[config.mk]
export PLATFORM = sky130hd
export DESIGN_NAME = gctr_seq_ctrl
export DESIGN_NICKNAME = d
export VERILOG_FILES = /design/src/rtl/gctr_pkg.sv /design/src/rtl/gctr_inc32.sv /design/src/rtl/gctr_seq_ctrl.sv
export SDC_FILE = /design/constraint.sdc
export NUM_CORES = 1
export LEC_CHECK = 0
export ABC_AREA = 1
export BUFFER_PORTS_ARGS = -buffer_cell sky130_fd_sc_hd__buf_2
export CORE_AREA = 2 2 258 260
export DETAILED_ROUTE_END_ITERATION = 10
export DIE_AREA = 0 0 260 262
export GPL_TIMING_DRIVEN = 0
export PLACE_DENSITY_LB_ADDON = 0.1
export REMOVE_ABC_BUFFERS = 1
export SETUP_SLACK_MARGIN = 0.4
export SLEW_MARGIN = 10
export SYNTH_ARGS = -nofsm -noshare
export SYNTH_HDL_FRONTEND = slang
export SYNTH_SLANG_ARGS = --single-unit
[constraint.sdc]
create_clock -name clk -period 17.2 [get_ports clk]
set_clock_uncertainty 0.2 [all_clocks]
set_input_delay 5.16 -clock clk [delete_from_list [all_inputs] [get_ports clk]]
set_output_delay 5.16 -clock clk [all_outputs]
set_load 0.01 [all_outputs]
[src/rtl/gctr_pkg.sv]
// Shared types and helpers for the GCTR sequencing controller.
package gctr_pkg;

  localparam int unsigned BlockWidth = 128;

  typedef enum logic [2:0] {
    StIdle,
    StWaitData,
    StCipher,
    StOutput,
    StDone
  } gctr_state_e;

  // Standard GCM counter step: only the low 32 bits advance, wrapping silently.
  function automatic logic [31:0] inc32(input logic [31:0] ctr);
    return ctr + 32'd1;
  endfunction

endpackage

[src/rtl/gctr_inc32.sv]
// Combinational GCM counter-block increment (low 32 bits only).
module gctr_inc32
  import gctr_pkg::*;
#(
  parameter int unsigned ICB_WIDTH = 128
) (
  input  logic [ICB_WIDTH-1:0] cb_i,
  output logic [ICB_WIDTH-1:0] cb_o
);

  assign cb_o = {cb_i[ICB_WIDTH-1:32], inc32(cb_i[31:0])};

endmodule

[src/rtl/gctr_seq_ctrl.sv]
// GCTR message sequencer: feeds counter blocks to an external AES core and XORs the keystream.
// Optional GCTR_PARTIAL_BLOCK_EN zeroes the unused tail bytes of the final block.
module gctr_seq_ctrl
  import gctr_pkg::*;
#(
  parameter int unsigned BLOCK_WIDTH = BlockWidth,
  parameter int unsigned ICB_WIDTH   = 128,
  parameter int unsigned NBLK_WIDTH  = 16
) (
  input  logic                   clk,
  input  logic                   rst,
  input  logic                   start,
  input  logic [ICB_WIDTH-1:0]   icb,
  input  logic [NBLK_WIDTH-1:0]  nblk,
  input  logic [3:0]             last_bytes,
  input  logic                   in_valid,
  output logic                   in_ready,
  input  logic [BLOCK_WIDTH-1:0] in_data,
  output logic                   aes_start,
  output logic [ICB_WIDTH-1:0]   aes_cb,
  input  logic                   aes_done,
  input  logic [BLOCK_WIDTH-1:0] aes_ks,
  output logic                   out_valid,
  input  logic                   out_ready,
  output logic [BLOCK_WIDTH-1:0] out_data,
  output logic                   busy,
  output logic                   done
);

  gctr_state_e            state_q, state_d;
  logic [ICB_WIDTH-1:0]   cb_q, cb_d, cb_inc;
  logic [NBLK_WIDTH-1:0]  cnt_q, cnt_d;
  logic [BLOCK_WIDTH-1:0] blk_q, blk_d;
  logic [BLOCK_WIDTH-1:0] out_q, out_d;
  logic                   aes_start_q, aes_start_d;
  logic [BLOCK_WIDTH-1:0] keep_mask;
  logic                   last_blk;

  gctr_inc32 #(
    .ICB_WIDTH(ICB_WIDTH)
  ) u_inc32 (
    .cb_i(cb_q),
    .cb_o(cb_inc)
  );

  // cnt holds the blocks still to be emitted, including the one in flight.
  assign last_blk = (cnt_q == NBLK_WIDTH'(1));

`ifdef GCTR_PARTIAL_BLOCK_EN
  logic [3:0] lb_q, lb_d;

  always_comb begin
    keep_mask = '1;
    if (last_blk && (lb_q != 4'd0)) begin
      keep_mask = ~({BLOCK_WIDTH{1'b1}} >> {lb_q, 3'b000});
    end
  end

  always_ff @(posedge clk or posedge rst) begin
    if (rst) begin
      lb_q <= 4'd0;
    end else begin
      lb_q <= lb_d;
    end
  end

  always_comb begin
    lb_d = lb_q;
    if ((state_q == StIdle) && start) begin
      lb_d = last_bytes;
    end
  end
`else
  logic unused_last_bytes;
  assign unused_last_bytes = ^{last_bytes, last_blk};
  assign keep_mask = '1;
`endif

  always_comb begin
    state_d     = state_q;
    cb_d        = cb_q;
    cnt_d       = cnt_q;
    blk_d       = blk_q;
    out_d       = out_q;
    aes_start_d = 1'b0;
    unique case (state_q)
      StIdle: begin
        if (start) begin
          cb_d    = icb;
          cnt_d   = nblk;
          state_d = (nblk == '0) ? StDone : StWaitData;
        end
      end
      StWaitData: begin
        if (in_valid) begin
          blk_d       = in_data;
          aes_start_d = 1'b1;
          state_d     = StCipher;
        end
      end
      StCipher: begin
        if (aes_done) begin
          out_d   = (blk_q ^ aes_ks) & keep_mask;
          state_d = StOutput;
        end
      end
      StOutput: begin
        if (out_ready) begin
          cb_d    = cb_inc;
          cnt_d   = cnt_q - NBLK_WIDTH'(1);
          state_d = last_blk ? StDone : StWaitData;
        end
      end
      StDone: state_d = StIdle;
      default: state_d = StIdle;
    endcase
  end

  always_ff @(posedge clk or posedge rst) begin
    if (rst) begin
      state_q     <= StIdle;
      cb_q        <= '0;
      cnt_q       <= '0;
      blk_q       <= '0;
      out_q       <= '0;
      aes_start_q <= 1'b0;
    end else begin
      state_q     <= state_d;
      cb_q        <= cb_d;
      cnt_q       <= cnt_d;
      blk_q       <= blk_d;
      out_q       <= out_d;
      aes_start_q <= aes_start_d;
    end
  end

  assign in_ready  = (state_q == StWaitData);
  assign out_valid = (state_q == StOutput);
  assign busy      = (state_q != StIdle);
  assign done      = (state_q == StDone);
  assign aes_start = aes_start_q;
  assign aes_cb    = cb_q;
  assign out_data  = out_q;

endmodule

==> impl_metrics.prom <==
# TYPE chip_impl_metric gauge
chip_impl_metric{name="via_count_of_the_first_global_routing_pass",unit=""} 16140
chip_impl_metric{name="boundaryPins",unit=""} 671
chip_impl_metric{name="timing.reg2reg.worst_path_depth",unit=""} 7
chip_impl_metric{name="synth-async-reset-ratio",unit=""} 1.000
chip_impl_metric{name="sequential_fraction_of_design_power",unit=""} 0.374
chip_impl_metric{name="final_design_area_no_fill",unit="um^2"} 24140
chip_impl_metric{name="clock-sinks",unit=""} 404
chip_impl_metric{name="grt_use_total",unit=""} 0.1892
chip_impl_info{name="cp-startpoint",value="start"} 1
chip_impl_metric{name="synth-seq-cells",unit=""} 404
chip_impl_metric{name="critPathArrivalTime",unit="ns"} 7.71
chip_impl_metric{name="route.vias.total",unit=""} 16340
chip_impl_metric{name="cts-buffers-inserted",unit=""} 50
chip_impl_metric{name="routedWlPerCell",unit="um"} 17.98
chip_impl_metric{name="r2r_slack",unit="ns"} 13.44
chip_impl_metric{name="vias_per_cell",unit=""} 4.410
chip_impl_metric{name="syn_avg_cell_area",unit="um^2"} 8.408
chip_impl_metric{name="comb_power_share",unit=""} 0.392
chip_impl_metric{name="worst_pin_slew",unit="ns"} 1.120
chip_impl_metric{name="power_switching_share",unit=""} 0.3986
chip_impl_metric{name="final.hold.worst_slack",unit="ns"} 0.2792
chip_impl_metric{name="synthDistinctLibCells",unit=""} 30
chip_impl_metric{name="total_setup_violations_reported_at_the_end_of_the_flow",unit=""} 0
chip_impl_metric{name="worst_hold_path.num_cells",unit=""} 2
chip_impl_metric{name="drive_gt1_frac",unit=""} 0.2792
chip_impl_info{name="critical_path.reg2reg.endpoint",value="cnt_q[14]"} 1
chip_impl_metric{name="ctsHoldBuffers",unit=""} 0
chip_impl_metric{name="syn-instance-count",unit=""} 2154
chip_impl_metric{name="post_cts_buffers",unit=""} 0
chip_impl_info{name="worstSetupPathType",value="input port to flop"} 1
chip_impl_info{name="post_synth_main_area_contributors",value="dfrtp_1 (56%), nand2_1 (16%), xnor2_1 (6.2%)"} 1
chip_impl_metric{name="die-height",unit="um"} 262
chip_impl_metric{name="grt_max_degree",unit=""} 111
chip_impl_info{name="synth_most_common_cell",value="nand2_1"} 1
chip_impl_info{name="synth_flop_cell",value="dfrtp_1"} 1
chip_impl_info{name="run_status",value="finished, final reports clean"} 1
chip_impl_metric{name="final_critical_path_setup_slack",unit="ns"} 9.710
chip_impl_metric{name="cts_buffer_depth",unit=""} 3
chip_impl_metric{name="post_route_clock_period_utilization",unit=""} 0.4354
chip_impl_info{name="clock_root_buffer",value="clkbuf_16"} 1
chip_impl_info{name="tritoncts",value="yes"} 1
chip_impl_info{name="synthTopCellsByCount",value="nand2_1 (793), dfrtp_1 (404), nor2_1 (249)"} 1
chip_impl_metric{name="stdcell_count",unit=""} 3704
chip_impl_metric{name="slew_headroom",unit=""} 0.2508
chip_impl_metric{name="hpwl",unit="um"} 50070
chip_impl_metric{name="vdd_ir_drop_max",unit="mV"} 0.08718
chip_impl_metric{name="placed_cells",unit=""} 3595
chip_impl_metric{name="synthToLayoutAreaGrowth",unit="%"} 33.30
chip_impl_metric{name="syn-cell-area",unit="um^2"} 18110
chip_impl_metric{name="wire_length_of_the_first_global_routing_pass",unit="um"} 98530
chip_impl_info{name="setup_repair_after_global_routing_missed_its_margin",value="no"} 1
chip_impl_metric{name="synth_warnings",unit=""} 0
chip_impl_metric{name="layout.nets",unit=""} 3196
chip_impl_metric{name="total_die_area",unit="um^2"} 68120
chip_impl_metric{name="p_switching",unit="mW"} 1.795
chip_impl_metric{name="critical_path.max_fanout",unit=""} 96
chip_impl_metric{name="timing.fmax",unit="GHz"} 0.1335
chip_impl_metric{name="initial_core_util",unit=""} 0.2775
chip_impl_info{name="hold_class",value="flop to flop"} 1
chip_impl_metric{name="placeableCoreArea",unit="um^2"} 65280
chip_impl_metric{name="min_period",unit="ns"} 7.490
chip_impl_metric{name="routed_wirelength",unit="um"} 66580
chip_impl_metric{name="power_report.internal_total",unit="mW"} 2.708
chip_impl_metric{name="detailedRoute.firstIterationViolations",unit=""} 1004
chip_impl_metric{name="placedInstanceArea",unit="um^2"} 22450
chip_impl_metric{name="place_worst_setup_slack",unit="ns"} 9.068
chip_impl_metric{name="yosysSeqAreaShare",unit=""} 0.5582
chip_impl_metric{name="netlist.area_leader.share",unit=""} 0.5582
chip_impl_metric{name="clockPowerShare",unit=""} 0.235
chip_impl_metric{name="static-leakage-power",unit="nW"} 12.17
chip_impl_metric{name="gp_congestion",unit=""} 0.8776
chip_impl_metric{name="count_of_flip_flops_with_a_built_in_enable_after_synthesis",unit=""} 0
chip_impl_info{name="cp-start-kind",value="input port"} 1
chip_impl_metric{name="ctsResizeCount",unit=""} 0
chip_impl_metric{name="total_power",unit="mW"} 4.504
chip_impl_metric{name="placement_rows",unit=""} 94
chip_impl_metric{name="finalMaxSlewViolations",unit=""} 0
chip_impl_metric{name="timing.max_cap.violations",unit=""} 0
chip_impl_metric{name="detail_route.first_pass.iterations",unit=""} 5
chip_impl_metric{name="chipWidth",unit="um"} 260
chip_impl_metric{name="numPortBuffers",unit=""} 666
chip_impl_info{name="crit_end",value="aes_cb[14]"} 1
chip_impl_metric{name="hold_viol_final",unit=""} 0
chip_impl_metric{name="cts_htree_levels",unit=""} 2
chip_impl_metric{name="grt_overflow",unit=""} 0
chip_impl_metric{name="critPathRequiredTime",unit="ns"} 17.42
chip_impl_metric{name="remaining_number_of_nets_flagged_by_the_antenna_check_after_routing",unit=""} 0
chip_impl_info{name="worstSetupEndpointType",value="flop"} 1
chip_impl_metric{name="worst_setup_hold_path_clk_slew",unit="ns"} 0.06
chip_impl_metric{name="clock_insertion_delay_worst_skew",unit="ns"} 0.59
chip_impl_metric{name="remaining_drc_errors",unit=""} 0
chip_impl_info{name="synth_top_cell_by_area",value="dfrtp_1"} 1
chip_impl_metric{name="number_of_antenna_violations_at_the_first_check_in_global_routing",unit=""} 24
chip_impl_info{name="reg_to_reg_startpoint",value="state_q[0]"} 1
chip_impl_metric{name="pwr_density_cell",unit="nW/um^2"} 186.5
## critical path: stages
cell	delay [ns]
buf_2	0.14
nand2_8	0.38
nand2_2	0.77
inv_2	0.90
nor2_1	0.14
nand2_1	0.10
o21ai_0	0.07
## final cells by class
type,instances,area [um^2]
Antenna cell,18,45.04
Clock buffer,71,1450
Clock inverter,20,198.9
Fill cell,7021,41130
Inverter,77,306.5
Multi-Input combinational cell,1563,7129
Sequential cell,404,10110
Tap cell,864,1081
Timing Repair Buffer,687,3821
## flip-flops by register name, summed over array words and instances (netlist names)
signal	cells
out_data	128
state_q	3
aes_cb	128
cnt_q	16
blk_q	128
aes_start	1
## power by group through the flow
stage / clock [mW] / combinational (mW) / sequential [mW]
6_report: 1.06 / 1.76 / 1.68
5_1_grt: 1.14 / 2.00 / 1.74
3_3_place_gp: 0 / 1.79 / 1.70
2_1_floorplan: 0 / 0.927 / 1.80
4_1_cts: 1.09 / 1.80 / 1.69
3_5_place_dp: 0 / 1.79 / 1.70
## per-stage QoR
stage | TNS [ns] | util
after floorplan | 0 | -
after global placement | -2327.21 | 0.3357
after detailed placement | 0 | 0.3439
after CTS | 0 | 0.3692
after global routing | 0 | 0.3696
final | 0 | 0.3698
## cells by family (layout without fill, tap and decap cells)
group | count (synthesis) | after routing | synth area share
other | 0 | 18 | 0
AOI/OAI and AO/OA | 308 | 308 | 0.08636
DFF | 404 | 404 | 0.5582
and+or+nand+nor | 1120 | 1120 | 0.2398
xor gates and xnor gates | 132 | 132 | 0.06383
buffers and inverters | 187 | 855 | 0.04974
adders and majority gates | 3 | 3 | 0.002073
## cell usage in the layout (no fill, tap or decap), drive strengths merged, types with 13 or more instances in the layout
| cell | n |
|---|---|
| nor2 | 257 |
| clkbuf | 71 |
| diode | 18 |
| inv | 79 |
| o21ai | 142 |
| nand2 | 795 |
| xnor2 | 128 |
| clkinv | 13 |
| buf | 687 |
| dfrtp | 404 |
| nand3 | 53 |
| a21oi | 153 |
## per-layer routing
metal	global-route usage	wire length, um
met1	0.2201	25880
met2	0.3366	34410
met3	0.05015	4555
met4	0.06370	1662
met5	0	74
## worst min path at each step
stage | startpoint | slack (ns) | to
after global routing | aes_cb[100] | 0.30 | aes_cb[100]
final | aes_cb[58] | 0.28 | aes_cb[58]
after global placement | aes_cb[114] | 0.26 | aes_cb[114]
after detailed placement | aes_cb[121] | 0.27 | aes_cb[121]
after CTS | aes_cb[121] | 0.28 | aes_cb[121]
after floorplan | cnt_q[15] | 0.25 | cnt_q[15]
(Power assumes the default switching activity.)
